[config.mk]
export PLATFORM = sky130hd
export DESIGN_NAME = vga_pmod_capture
export DESIGN_NICKNAME = d
export VERILOG_FILES = /design/src/rtl/vga_pmod_capture.sv
export SDC_FILE = /design/constraint.sdc
export NUM_CORES = 1
export LEC_CHECK = 0
export CAP_MARGIN = 20
export CORE_UTILIZATION = 58
export CTS_BUF_LIST = sky130_fd_sc_hd__clkbuf_8
export CTS_CLUSTER_SIZE = 16
export DETAILED_ROUTE_END_ITERATION = 16
export PLACE_DENSITY_LB_ADDON = 0.05
export SLEW_MARGIN = 10
export SYNTH_ARGS = -nofsm -noshare
export SYNTH_HDL_FRONTEND = slang
export SYNTH_SLANG_ARGS = --single-unit
[constraint.sdc]
create_clock -name clk -period 4.7 [get_ports clk]
set_clock_uncertainty 0.1 [all_clocks]
set_input_delay 0.47 -clock clk [delete_from_list [all_inputs] [get_ports clk]]
set_output_delay 0.47 -clock clk [all_outputs]
set_load 0.05 [all_outputs]
[src/rtl/vga_pmod_capture.sv]
// vga_pmod_capture: receive-side monitor for the 8-bit TinyVGA PMOD bus.
// Recovers hsync/vsync timing, measures line and frame geometry, locks onto a
// stable mode and reports a per-frame CRC-16-CCITT and lit-pixel count taken
// over a parameterised active window. Runs on the pixel clock.
//
// Ports:
//   clk         pixel clock
//   rst_n       asynchronous active-low reset
//   pmod_in     {hsync, R1, G1, B1, vsync, R0, G0, B0}
//   h_total     clocks per line, last measured
//   h_sync_w    hsync pulse width in clocks
//   v_total     lines per frame, last measured
//   v_sync_w    vsync pulse width in lines
//   locked      stable mode detected
//   no_signal   hsync absent for 2047 clocks
//   frame_done  one-cycle pulse at each vsync leading edge after a complete frame
//   frame_crc   CRC of the active window of the frame just ended
//   lit_count   nonzero-RGB pixels in the active window of the frame just ended
module vga_pmod_capture #(
    parameter int unsigned H_START         = 144,
    parameter int unsigned H_ACTIVE        = 640,
    parameter int unsigned V_START         = 35,
    parameter int unsigned V_ACTIVE        = 480,
    parameter bit          SYNC_ACTIVE_LOW = 1'b1
) (
    input  logic        clk,
    input  logic        rst_n,
    input  logic [7:0]  pmod_in,
    output logic [10:0] h_total,
    output logic [10:0] h_sync_w,
    output logic [9:0]  v_total,
    output logic [9:0]  v_sync_w,
    output logic        locked,
    output logic        no_signal,
    output logic        frame_done,
    output logic [15:0] frame_crc,
    output logic [18:0] lit_count
);

    localparam logic [10:0] HMax   = 11'h7FF;
    localparam logic [9:0]  VMax   = 10'h3FF;
    localparam logic [10:0] HWinLo = 11'(H_START);
    localparam logic [10:0] HWinHi = 11'(H_START + H_ACTIVE - 1);
    localparam logic [9:0]  VWinLo = 10'(V_START);
    localparam logic [9:0]  VWinHi = 10'(V_START + V_ACTIVE - 1);

    typedef enum logic [1:0] {StSearch, StMeasure, StLocked} lock_state_e;

    // Bit-serial CRC-16-CCITT (poly 0x1021), d[5] shifted in first.
    function automatic logic [15:0] crc_step(input logic [15:0] crc, input logic [5:0] d);
        logic [15:0] c;
        c = crc;
        for (int i = 5; i >= 0; i--) begin
            if (c[15] ^ d[i]) c = {c[14:0], 1'b0} ^ 16'h1021;
            else              c = {c[14:0], 1'b0};
        end
        return c;
    endfunction

    logic [7:0]  s1_q;
    logic [1:0]  s2_sync_q;  // {hsync, vsync} of the previous s1
    logic [10:0] h_cnt_q, h_cnt;
    logic [9:0]  v_cnt_q, v_cnt;
    logic [10:0] h_total_q, h_sync_w_q;
    logic [9:0]  v_total_q, v_sync_w_q;
    logic        no_signal_q, locked_q, frame_done_q, first_frame_q;
    logic [15:0] crc_acc_q, frame_crc_q;
    logic [18:0] lit_acc_q, lit_count_q;
    logic [10:0] ref_h_q, ref_h_d;
    logic [9:0]  ref_v_q, ref_v_d;
    lock_state_e state_q, state_d;

    logic hs_now, hs_prev, vs_now, vs_prev;
    logic hs_lead, hs_trail, vs_lead, vs_trail;
    logic ns_set, frame_evt, active, match;
    logic [5:0] rgb;

    // Normalise so that 1 always means "sync asserted".
    assign hs_now  = s1_q[7] ^ SYNC_ACTIVE_LOW;
    assign vs_now  = s1_q[3] ^ SYNC_ACTIVE_LOW;
    assign hs_prev = s2_sync_q[1] ^ SYNC_ACTIVE_LOW;
    assign vs_prev = s2_sync_q[0] ^ SYNC_ACTIVE_LOW;

    assign hs_lead  = hs_now & ~hs_prev;
    assign hs_trail = ~hs_now & hs_prev;
    assign vs_lead  = vs_now & ~vs_prev;
    assign vs_trail = ~vs_now & vs_prev;

    assign rgb = {s1_q[0], s1_q[4], s1_q[1], s1_q[5], s1_q[2], s1_q[6]};

    // h_cnt/v_cnt are the counts belonging to the sample currently in s1; the
    // registers hold the previous cycle's count.
    always_comb begin
        h_cnt = '0;
        if (!hs_lead) h_cnt = (h_cnt_q == HMax) ? HMax : h_cnt_q + 11'd1;

        v_cnt = v_cnt_q;
        if (vs_lead)                          v_cnt = '0;
        else if (hs_lead && v_cnt_q != VMax)  v_cnt = v_cnt_q + 10'd1;
    end

    assign active = (h_cnt >= HWinLo) && (h_cnt <= HWinHi) &&
                    (v_cnt >= VWinLo) && (v_cnt <= VWinHi);

    // Counter has just saturated with no hsync in sight.
    assign ns_set = !hs_lead && (h_cnt == HMax);

    // A vsync while the signal is lost (or the first one after) only arms.
    assign frame_evt = vs_lead && !first_frame_q && !no_signal_q && !ns_set;

    assign match = (h_total_q == ref_h_q) && (v_cnt_q == ref_v_q);

    always_comb begin
        state_d = state_q;
        ref_h_d = ref_h_q;
        ref_v_d = ref_v_q;
        if (ns_set || no_signal_q) begin
            state_d = StSearch;
        end else if (frame_evt) begin
            unique case (state_q)
                StSearch: begin
                    state_d = StMeasure;
                    ref_h_d = h_total_q;
                    ref_v_d = v_cnt_q;
                end
                StMeasure, StLocked: begin
                    if (match) begin
                        state_d = StLocked;
                    end else begin
                        state_d = StSearch;
                        ref_h_d = h_total_q;
                        ref_v_d = v_cnt_q;
                    end
                end
                default: state_d = StSearch;
            endcase
        end
    end

    always_ff @(posedge clk or negedge rst_n) begin
        if (!rst_n) begin
            s1_q          <= '0;
            s2_sync_q     <= '0;
            h_cnt_q       <= '0;
            v_cnt_q       <= '0;
            h_total_q     <= '0;
            h_sync_w_q    <= '0;
            v_total_q     <= '0;
            v_sync_w_q    <= '0;
            no_signal_q   <= 1'b0;
            locked_q      <= 1'b0;
            frame_done_q  <= 1'b0;
            first_frame_q <= 1'b1;
            crc_acc_q     <= 16'hFFFF;
            frame_crc_q   <= '0;
            lit_acc_q     <= '0;
            lit_count_q   <= '0;
            ref_h_q       <= '0;
            ref_v_q       <= '0;
            state_q       <= StSearch;
        end else begin
            s1_q      <= pmod_in;
            s2_sync_q <= {s1_q[7], s1_q[3]};
            h_cnt_q   <= h_cnt;
            v_cnt_q   <= v_cnt;
            state_q   <= state_d;
            ref_h_q   <= ref_h_d;
            ref_v_q   <= ref_v_d;
            locked_q  <= (state_d == StLocked);

            // A saturated count is not a real line length.
            if (hs_lead && h_cnt_q != HMax) h_total_q <= h_cnt_q + 11'd1;
            if (hs_trail) h_sync_w_q <= h_cnt;
            if (vs_trail) v_sync_w_q <= v_cnt;

            if (hs_lead)     no_signal_q <= 1'b0;
            else if (ns_set) no_signal_q <= 1'b1;

            if (ns_set || no_signal_q) first_frame_q <= 1'b1;
            else if (vs_lead)          first_frame_q <= 1'b0;

            frame_done_q <= frame_evt;
            if (frame_evt) begin
                v_total_q   <= v_cnt_q;
                frame_crc_q <= crc_acc_q;
                lit_count_q <= lit_acc_q;
            end

            if (vs_lead) begin
                crc_acc_q <= 16'hFFFF;
                lit_acc_q <= '0;
            end else if (active) begin
                crc_acc_q <= crc_step(crc_acc_q, rgb);
                if (rgb != 6'd0) lit_acc_q <= lit_acc_q + 19'd1;
            end
        end
    end

    assign h_total    = h_total_q;
    assign h_sync_w   = h_sync_w_q;
    assign v_total    = v_total_q;
    assign v_sync_w   = v_sync_w_q;
    assign locked     = locked_q;
    assign no_signal  = no_signal_q;
    assign frame_done = frame_done_q;
    assign frame_crc  = frame_crc_q;
    assign lit_count  = lit_count_q;

endmodule

**Word level (Yosys, flattened, before mapping)**

Cells that the tools add are included.

- Bitwise logic cells: 21
- Equal/unequal tests: 10
- Muxes and demuxes: 37
- Reduce and logical (&&, ||, !) cells: 25
- $lt $le $gt $ge: 4
- Add/subtract/negate cells: 3

Operators by type and width:

| cell | count |
|---|---|
| 16-bit two-way mux | 12 |
| 13-bit two-way mux | 6 |
| 19-bit two-way mux | 3 |
| 11-bit two-way mux | 3 |
| 10-bit two-way mux | 3 |
| 11-bit == test (second input constant) | 2 |
| 11-bit one-hot mux with 2 select lines | 1 |
| 10-bit one-hot mux with 2 select lines | 1 |
| 19-bit by 1-bit adder with 19-bit output (second input constant) | 1 |
| 3-bit inverter | 6 |
| 11-bit by 1-bit adder with 11-bit output (second input constant) | 1 |
| 11-bit == test | 1 |
| 11-bit by 8-bit >= comparator with 1-bit output (second input constant) | 1 |
| 11-bit by 10-bit less-or-equal comparator with 1-bit output (second input constant) | 1 |
| 11-bit inequality test (second input constant) | 1 |
| 10-bit by 1-bit adder with 10-bit output (second input constant) | 1 |
| 10-bit == test | 1 |
| 10-bit by 6-bit >= comparator with 1-bit output (second input constant) | 1 |
| 10-bit less-or-equal comparator (second input constant) | 1 |
| 1-bit logical AND | 10 |
| 10-bit inequality test (second input constant) | 1 |
| 2-bit nonzero test | 5 |
| 2-bit two-way mux | 3 |
| 6-bit nonzero test | 1 |
| 14 further kinds | 33 |

- Bits in registers: 170
- Logic and storage cells: 119

**Logic depth before layout (Yosys ltp)**

Gate-level depths: netlist of run 1.

- Depth after elaboration: 30
- Mapped depth: 13
- Mapped depth without buffers: 10

**Worst setup path before layout of run 1**

No wires, ideal clock.

- Path type: register to register
- From: reg h_cnt_q[0]
- To: reg ref_h_q[10]
- Period minus slack after synthesis: 3.228 ns
- Library setup time: 0.125 ns
- Cell stages (with the launch flop): 14
- Path slack: 1.472 ns
- Arrival time: 3.003 ns
- Path through: dfrtp_1 -> ha_1 -> clkbuf_1 -> nand2_1 -> nor3_2 -> a31oi_1 -> or4_1 -> o21bai_2 -> or3_1 -> buf_4 -> inv_2 -> nand3b_2 -> buf_4 -> mux2_2

- Longest elaborated chain between the ends: 8
- Elaborated cells between the ends (all ways): 11
- Those cells by class: add/sub (1); eq/ne (2); mux (2); bitwise (1); reduce/logical (5)

Ends and longest elaborated chain:

| what | line | RTL |
|---|---|---|
| start: declaration | 62 | `logic [10:0] h_cnt_q, h_cnt;` |
| start signal: assignment | 164 | `h_cnt_q <= h_cnt;` |
| 11-bit by 1-bit adder with 11-bit output / 11-bit == test (equally long branches) | 95 | `if (!hs_lead) h_cnt = (h_cnt_q == HMax) ? HMax : h_cnt_q + 11'd1;` |
| 11-bit two-way mux * (2 in a row) | 95 |  |
| 11-bit == test * | 106 | `assign ns_set = !hs_lead && (h_cnt == HMax);` |
| 1-bit logical AND * | 106 |  |
| 1-bit logical NOT / 1-bit logical OR (equally long branches) | 109, 117 |  |
| 1-bit logical AND / 1-bit inverter (equally long branches) | n/a |  |
| 4-bit AND reduction (no line) * | n/a |  |
| end signal: assignment | 167 | `ref_h_q <= ref_h_d;` |
| end: declaration | 69 | `logic [10:0] ref_h_q, ref_h_d;` |

Mark *: on every way between the ends. The rest lies on a longest branch, timed or not.
A chain may end at the register's enable or synchronous reset.

**Final worst setup path of run 1**

- From: reg h_cnt_q[0]
- To: reg ref_h_q[8]

Same word-level chain as after synthesis.

==> results of run 1 <==
## synthesized netlist by cell type, drive strengths merged, types with 15 or more instances
master	number
xnor2	40
buf	15
o21ai	30
inv	24
nor2	52
nor3	22
dfstp	17
a21oi	33
mux2	25
dfrtp	153
clkbuf	27
nand3	15
nand2	175
## per-stage QoR
step	util, %	power (mW)	hold slack, ns	std cells
floorplan	-	2.113	0.07441	772
global placement	68.17	2.332	0.3226	998
detailed placement	68.17	2.349	0.3216	998
CTS	71.58	3.473	0.01969	1030
global route	71.58	3.588	0.05954	1030
finish	71.58	3.448	-0.009338	1030
## flip-flops by register name (all words and copies together), names as in the netlist, 2 cells and up
register and cells:
crc_acc_q 16, frame_crc 16, h_cnt_q 11, h_sync_w 11
h_total 11, lit_acc_q 19, lit_count 19, ref_h_q 11
ref_v_q 10, s1_q 8, s2_sync_q 2, state_q 2
v_cnt_q 10, v_sync_w 10, v_total 10
## layout make-up
type	count	area [um2]	area share (%)
Sequential cell	170	4275	46.57
Clock inverter	13	176.4	1.922
Inverter	24	90.09	0.9813
Clock buffer	19	261.5	2.849
Multi-Input combinational cell	536	3217	35.04
Timing Repair Buffer	96	944.7	10.29
Tap cell	172	215.2	2.344
## final timing paths
| check | from | endpoint | slack (ns) | cells past startpoint |
|---|---|---|---|---|
| max in group asynchronous | rst_n | h_total[8] | 3.47 | 2 |
| min in group clk | pmod_in[1] | s1_q[1] | 0.33 | 1 |
| min | rst_n | ref_h_q[4] | -0.009 | 1 |
| min reg2reg | s1_q[3] | s2_sync_q[0] | 0.35 | 0 |
| max reg2reg | h_cnt_q[0] | ref_h_q[8] | 1.15 | 10 |
| max | h_cnt_q[0] | ref_h_q[8] | 1.15 | 10 |
## cell families after synthesis
group | after synthesis
compound gates | 116
xor+xnor | 49
fa+ha+maj | 5
buf+inv | 66
flops | 170
mux | 37
simple gates | 329
## power by group
| group | leakage [nW] | total (mW) | internal (mW) | switching, mW |
|---|---|---|---|---|
| clock network | 0.228 | 1.13 | 0.602 | 0.526 |
| logic | 1.76 | 0.658 | 0.234 | 0.425 |
| registers | 2.21 | 1.66 | 1.57 | 0.0942 |
## metal layers
layer / GRT usage, % / share of wire (%) / vias to the layer above
met3: 5.039 / 4.4 / 28
met4: 9.054 / 1.6 / 0
met1: 37.07 / 46 / 2920
met5: 0 / 0 / -
li1: - / - / 2775
met2: 43.42 / 48 / 160
## worst register-to-register path, stage by stage, from the launching register on
cell and delay, ns:
dfrtp_1 0.45, ha_1 0.34, nand2_1 0.16, nor3_2 0.38, a31oi_1 0.22, or4_1 0.55, o21bai_2 0.19, or3_2 0.17
inv_2 0.04, nand3b_2 0.44, mux2_2 0.40
==> results.sh, run 1 <==
export IMPL_status="finished, violations left"
export IMPL_violations="negative hold slack"
export IMPL_avgSynthCellArea_um2=10.05
export IMPL_synth_top_family_by_area="simple AND/OR/NAND/NOR gates"
export IMPL_powerDensity_mw_per_mm2=375.6
export IMPL_min_period_over_period_pct=75.58
export IMPL_worstSetupPathType="reg2reg"
export IMPL_drc_errors=0
export IMPL_drt_iter0_markers=353
export IMPL_syn_area_mm2=0.007759
export IMPL_post_cts_setup_buffer_count=0
export IMPL_synth_edf_count=0
export IMPL_muxShareOfSynthArea_pct=5.177
export IMPL_p_leak_nw=4.205
export IMPL_crit_required_ns=4.95
export IMPL_vdd_drop_max_mv=0.3892
export IMPL_finalHoldViolCount=22
export IMPL_place_ws_ns=1.192
export IMPL_n_antenna_cell=0
export IMPL_critical_path_max_stage_delay_ns=0.55
export IMPL_nNetsFinal=860
export IMPL_grt_max_degree=97
export IMPL_die_width_um=117.7
export IMPL_wirelength_um=17210
export IMPL_synth_largest_area_cell="dfrtp_1"
export IMPL_cp_slowest_cell="or4_1"
export IMPL_setup_ws_ns=1.148
export IMPL_hold_ws_ns=-0.009338
export IMPL_track_usage_pct=27.01
export IMPL_drive_gt1_share_pct=12.24
export IMPL_synthSimpleGateAreaFrac_pct=19.72
export IMPL_cap_violations=0
export IMPL_cp_max_fo=21
export IMPL_yosys_area_share_xor_xnor_pct=5.531
export IMPL_hold_path_class="in2async"
export IMPL_vias=5883
export IMPL_synth_warnings=0
export IMPL_synthCells=772
export IMPL_ant_nets=0
export IMPL_cts_tree="built"
export IMPL_synth_compound_area_share_pct=10.18
export IMPL_maxSlewViolCount=0
export IMPL_numCtsBuffers=17
export IMPL_htree_levels=4
export IMPL_synth_nets=787
export IMPL_cp_num_buf_inv=1
export IMPL_final_area_mm2=0.009180
export IMPL_cp_end_kind="flip-flop"
export IMPL_cts_sinks=170
export IMPL_grt_pass1_vias=6070
export IMPL_coreArea_mm2=0.01282
export IMPL_worst_slew_pin_transition_ns=0.8454
export IMPL_min_period_ns=3.552
export IMPL_ctsRootBufferMaster="clkbuf_8"
export IMPL_setup_viol=0
export IMPL_setup_tns_ns=0
export IMPL_dpl_cell_area_mm2=0.008742
export IMPL_grt_overflow=0
export IMPL_grt_pass1_wl_um=29750
export IMPL_final_cell_mix="nand2_1, dfrtp_1, clkdlybuf4s50_1, nor2_1, xnor2_1"
export IMPL_rows=41
export IMPL_synth_distinct_cells=65
export IMPL_yosysSeqAreaShare_pct=55.10
export IMPL_syn_to_final_growth_pct=18.32
export IMPL_synthTopCellsByArea="dfrtp_1, nand2_1, dfstp_2"
export IMPL_avgViaCountPerCell=5.712
export IMPL_gp_congestion=0.9144
export IMPL_dp_hpwl_um=11680
export IMPL_synth_flop_cell="dfrtp_1"
export IMPL_worstPathArrival_ns=3.80
export IMPL_synth_seq_cells=170
export IMPL_rsz0062_at_grt="no"
export IMPL_max_freq_mhz=281.5
export IMPL_crit_chain="ha_1 > nand2_1 > nor3_2 > a31oi_1 > or4_1 > o21bai_2 > or3_2 > inv_2 > nand3b_2 > mux2_2"
export IMPL_post_drt_wl_per_cell_um=16.71
export IMPL_start_util_pct=60.50
export IMPL_die_h_um=117.7
export IMPL_start_kind="flip-flop"
export IMPL_place_port_buffers=89
export IMPL_cts_max_path_buffers=2
export IMPL_postCtsHoldBufs=0
export IMPL_layout_commonest_cell="nand2_1"
export IMPL_fillers=967
export IMPL_crit_family="simple AND/OR/NAND/NOR gates"
export IMPL_antenna_found_initial=0
export IMPL_clk_pin_slew_ns=0.08
export IMPL_die_area_mm2=0.01384
export IMPL_clock_latency_ns=0.47
export IMPL_relSlewSlack_pct=43.64
export IMPL_synth_top_area_share_pct=49.35
export IMPL_async_reset_ff_share_pct=100.0
export IMPL_io_pin_count=90
export IMPL_firstDrtPassIters=5
export IMPL_post_cts_resized=0
export IMPL_synth_adder_area_share_pct=0.8063
Power figures use the tool's default switching activity.
==> run 2: changes to the inputs <==
==> constraint.sdc (replaced) <==
create_clock -name clk -period 3.35 [get_ports clk]
set_clock_uncertainty 0.1 [all_clocks]
set_input_delay 0.335 -clock clk [delete_from_list [all_inputs] [get_ports clk]]
set_output_delay 0.335 -clock clk [all_outputs]
set_load 0.05 [all_outputs]
==> run 2 against run 1 <==
Compared with the run above:
- first-iteration DRC count down 7.1%
- register-to-register slack worse by 0.99 ns
- sequential power up 40%
- global-route usage down 0.057 points
- cell area up 1.2%
- the flow now finishes without violations
- maximum frequency up 11%
- power up 34%
- critical path type unchanged
- combinational power up 46%
- largest cell class unchanged
- cell count up 1.8%
- non-clock buffer count up 19
==> results.sh, run 2 (synthesis results as in run 1) <==
export IMPL_status="finished clean"
export IMPL_coreArea_mm2=0.01282
export IMPL_drt_iter0_markers=328
export IMPL_start_kind="flip-flop"
export IMPL_post_drt_wl_per_cell_um=16.67
export IMPL_antenna_found_initial=0
export IMPL_intPower_mw=3.197
export IMPL_nNetsFinal=879
export IMPL_cp_end_kind="flip-flop"
export IMPL_start_util_pct=60.50
export IMPL_min_period_ns=3.197
export IMPL_setup_tns_ns=0
export IMPL_p_seq_share_pct=50.2
export IMPL_pwr_share_comb_pct=20.7
export IMPL_rrSetupSlack_ns=0.15
export IMPL_cts_sinks=170
export IMPL_worstPathArrival_ns=3.43
export IMPL_place_ws_ns=0.06427
export IMPL_grt_pass1_wl_um=29380
export IMPL_gp_congestion=0.8723
export IMPL_setup_viol=0
export IMPL_die_area_mm2=0.01384
export IMPL_max_freq_mhz=312.8
export IMPL_htree_levels=4
export IMPL_io_pin_count=90
export IMPL_firstDrtPassIters=5
export IMPL_critical_path_max_stage_delay_ns=0.56
export IMPL_rsz0062_at_grt="no"
export IMPL_ctsRootBufferMaster="clkbuf_8"
export IMPL_dp_hpwl_um=12520
export IMPL_hold_ws_ns=0.2131
export IMPL_syn_to_final_growth_pct=19.74
export IMPL_track_usage_pct=26.95
export IMPL_grt_pass1_vias=5903
export IMPL_switching_share_pct=30.92
export IMPL_vdd_drop_max_mv=0.4503
export IMPL_maxSlewViolCount=0
export IMPL_clock_latency_ns=0.46
export IMPL_clk_pin_slew_ns=0.08
export IMPL_cp_slowest_cell="or4_1"
export IMPL_min_period_over_period_pct=95.44
export IMPL_cap_violations=0
export IMPL_grt_overflow=0
export IMPL_wirelength_um=17490
export IMPL_cts_max_path_buffers=2
export IMPL_hold_path_class="in2reg"
export IMPL_finalHoldViolCount=0
export IMPL_relSlewSlack_pct=47.12
export IMPL_numCtsBuffers=17
export IMPL_cts_tree="built"
export IMPL_worst_slew_pin_transition_ns=0.7932
export IMPL_die_h_um=117.7
export IMPL_drive_gt1_share_pct=14.25
export IMPL_ant_nets=0
export IMPL_p_leak_nw=4.289
export IMPL_place_port_buffers=89
export IMPL_crit_required_ns=3.59
export IMPL_power_switching_mw=1.431
export IMPL_n_antenna_cell=0
export IMPL_cp_max_fo=5
export IMPL_powerDensity_mw_per_mm2=498.1
export IMPL_avgViaCountPerCell=5.680
export IMPL_pwr_share_clk_pct=29.1
export IMPL_worstSetupPathType="reg2reg"
export IMPL_grt_max_degree=70
export IMPL_layout_commonest_cell="nand2_1"
export IMPL_vias=5958
export IMPL_setup_ws_ns=0.1528
export IMPL_die_width_um=117.7
export IMPL_rows=41
export IMPL_drc_errors=0
export IMPL_final_cell_mix="nand2_1, dfrtp_1, clkdlybuf4s50_1, nor2_1, xnor2_1"
export IMPL_crit_chain="ha_1 > nand3_1 > o41ai_4 > o32ai_1 > a2111oi_4 > nand4_2 > a21o_1 > or4_1 > mux2i_1"
-- run 2: cell count changes in the layout (fill, tap and decap cells not counted), moves of 2 or more --
cell       change
buf_6          +2
buf_4         +15
dfrtp_1        -3
inv_1          +2
clkinv_4       -3
clkbuf_8       +2
bufinv_16      -3
dfrtp_2        +3
-- run 2: power groups by stage --
stage | registers (mW) | logic [mW] | clock network [mW]
6_report | 2.32 | 0.959 | 1.35
5_1_grt | 2.34 | 1.03 | 1.47
4_1_cts | 2.32 | 0.963 | 1.38
3_5_place_dp | 2.36 | 0.960 | 0
3_3_place_gp | 2.35 | 0.941 | 0
2_1_floorplan | 2.62 | 0.344 | 0
-- run 2: worst paths after layout --
| kind | depth (start not counted) | startpoint | end |
|---|---|---|---|
| min | 1 | pmod_in[2] | s1_q[2] |
| max | 9 | v_cnt_q[1] | lit_acc_q[8] |
| max in group asynchronous | 3 | rst_n | h_sync_w[6] |
| min in group asynchronous | 2 | rst_n | ref_v_q[2] |
| min reg2reg | 0 | s1_q[7] | s2_sync_q[1] |
| max reg2reg | 9 | v_cnt_q[1] | lit_acc_q[8] |
-- run 2: stage by stage --
step                      instance area (um2)  instances  utilization (%)  total power [mW]
after floorplan                          7759        772                -             2.965
after global placement                   8882       1015            69.26             3.291
after detailed placement                 8882       1015            69.26             3.321
after CTS                                9261       1048            72.21             4.664
after global routing                     9290       1049            72.44             4.840
final                                    9290       1049            72.44             4.628
-- run 2: per-layer routing --
metal / up-vias / GRT usage (%) / wire (um)
li1: 2810 / - / -
met4: 0 / 9.215 / 255
met5: - / 0 / 0
met3: 20 / 6.008 / 887
met1: 2936 / 37.43 / 8086
met2: 192 / 41.99 / 8262
-- run 2: cell type report --
type | count | area [um2]
Inverter | 24 | 90.09
Multi-Input combinational cell | 536 | 3227
Fill cell | 948 | 3535
Clock inverter | 11 | 80.08
Sequential cell | 170 | 4279
Clock buffer | 21 | 289.0
Tap cell | 172 | 215.2
Timing Repair Buffer | 115 | 1110
-- run 2: timing repair --
action | 4_1_cts | 5_1_grt
setup endpoints to repair | 0 | 47
hold buffers | 1 | 0
hold endpoints to repair | 50 | 0
resized for setup | 0 | 8
buffers inserted | 0 | 1
-- run 2: worst max-delay path, delay by kind of cell (launching register included) --
kind | cells | cell delay [ns]
AOI/OAI and AO/OA | 4 | 1.27
and+or+nand+nor | 3 | 0.97
DFF | 1 | 0.36
adders and majority gates | 1 | 0.23
muxes | 1 | 0.14
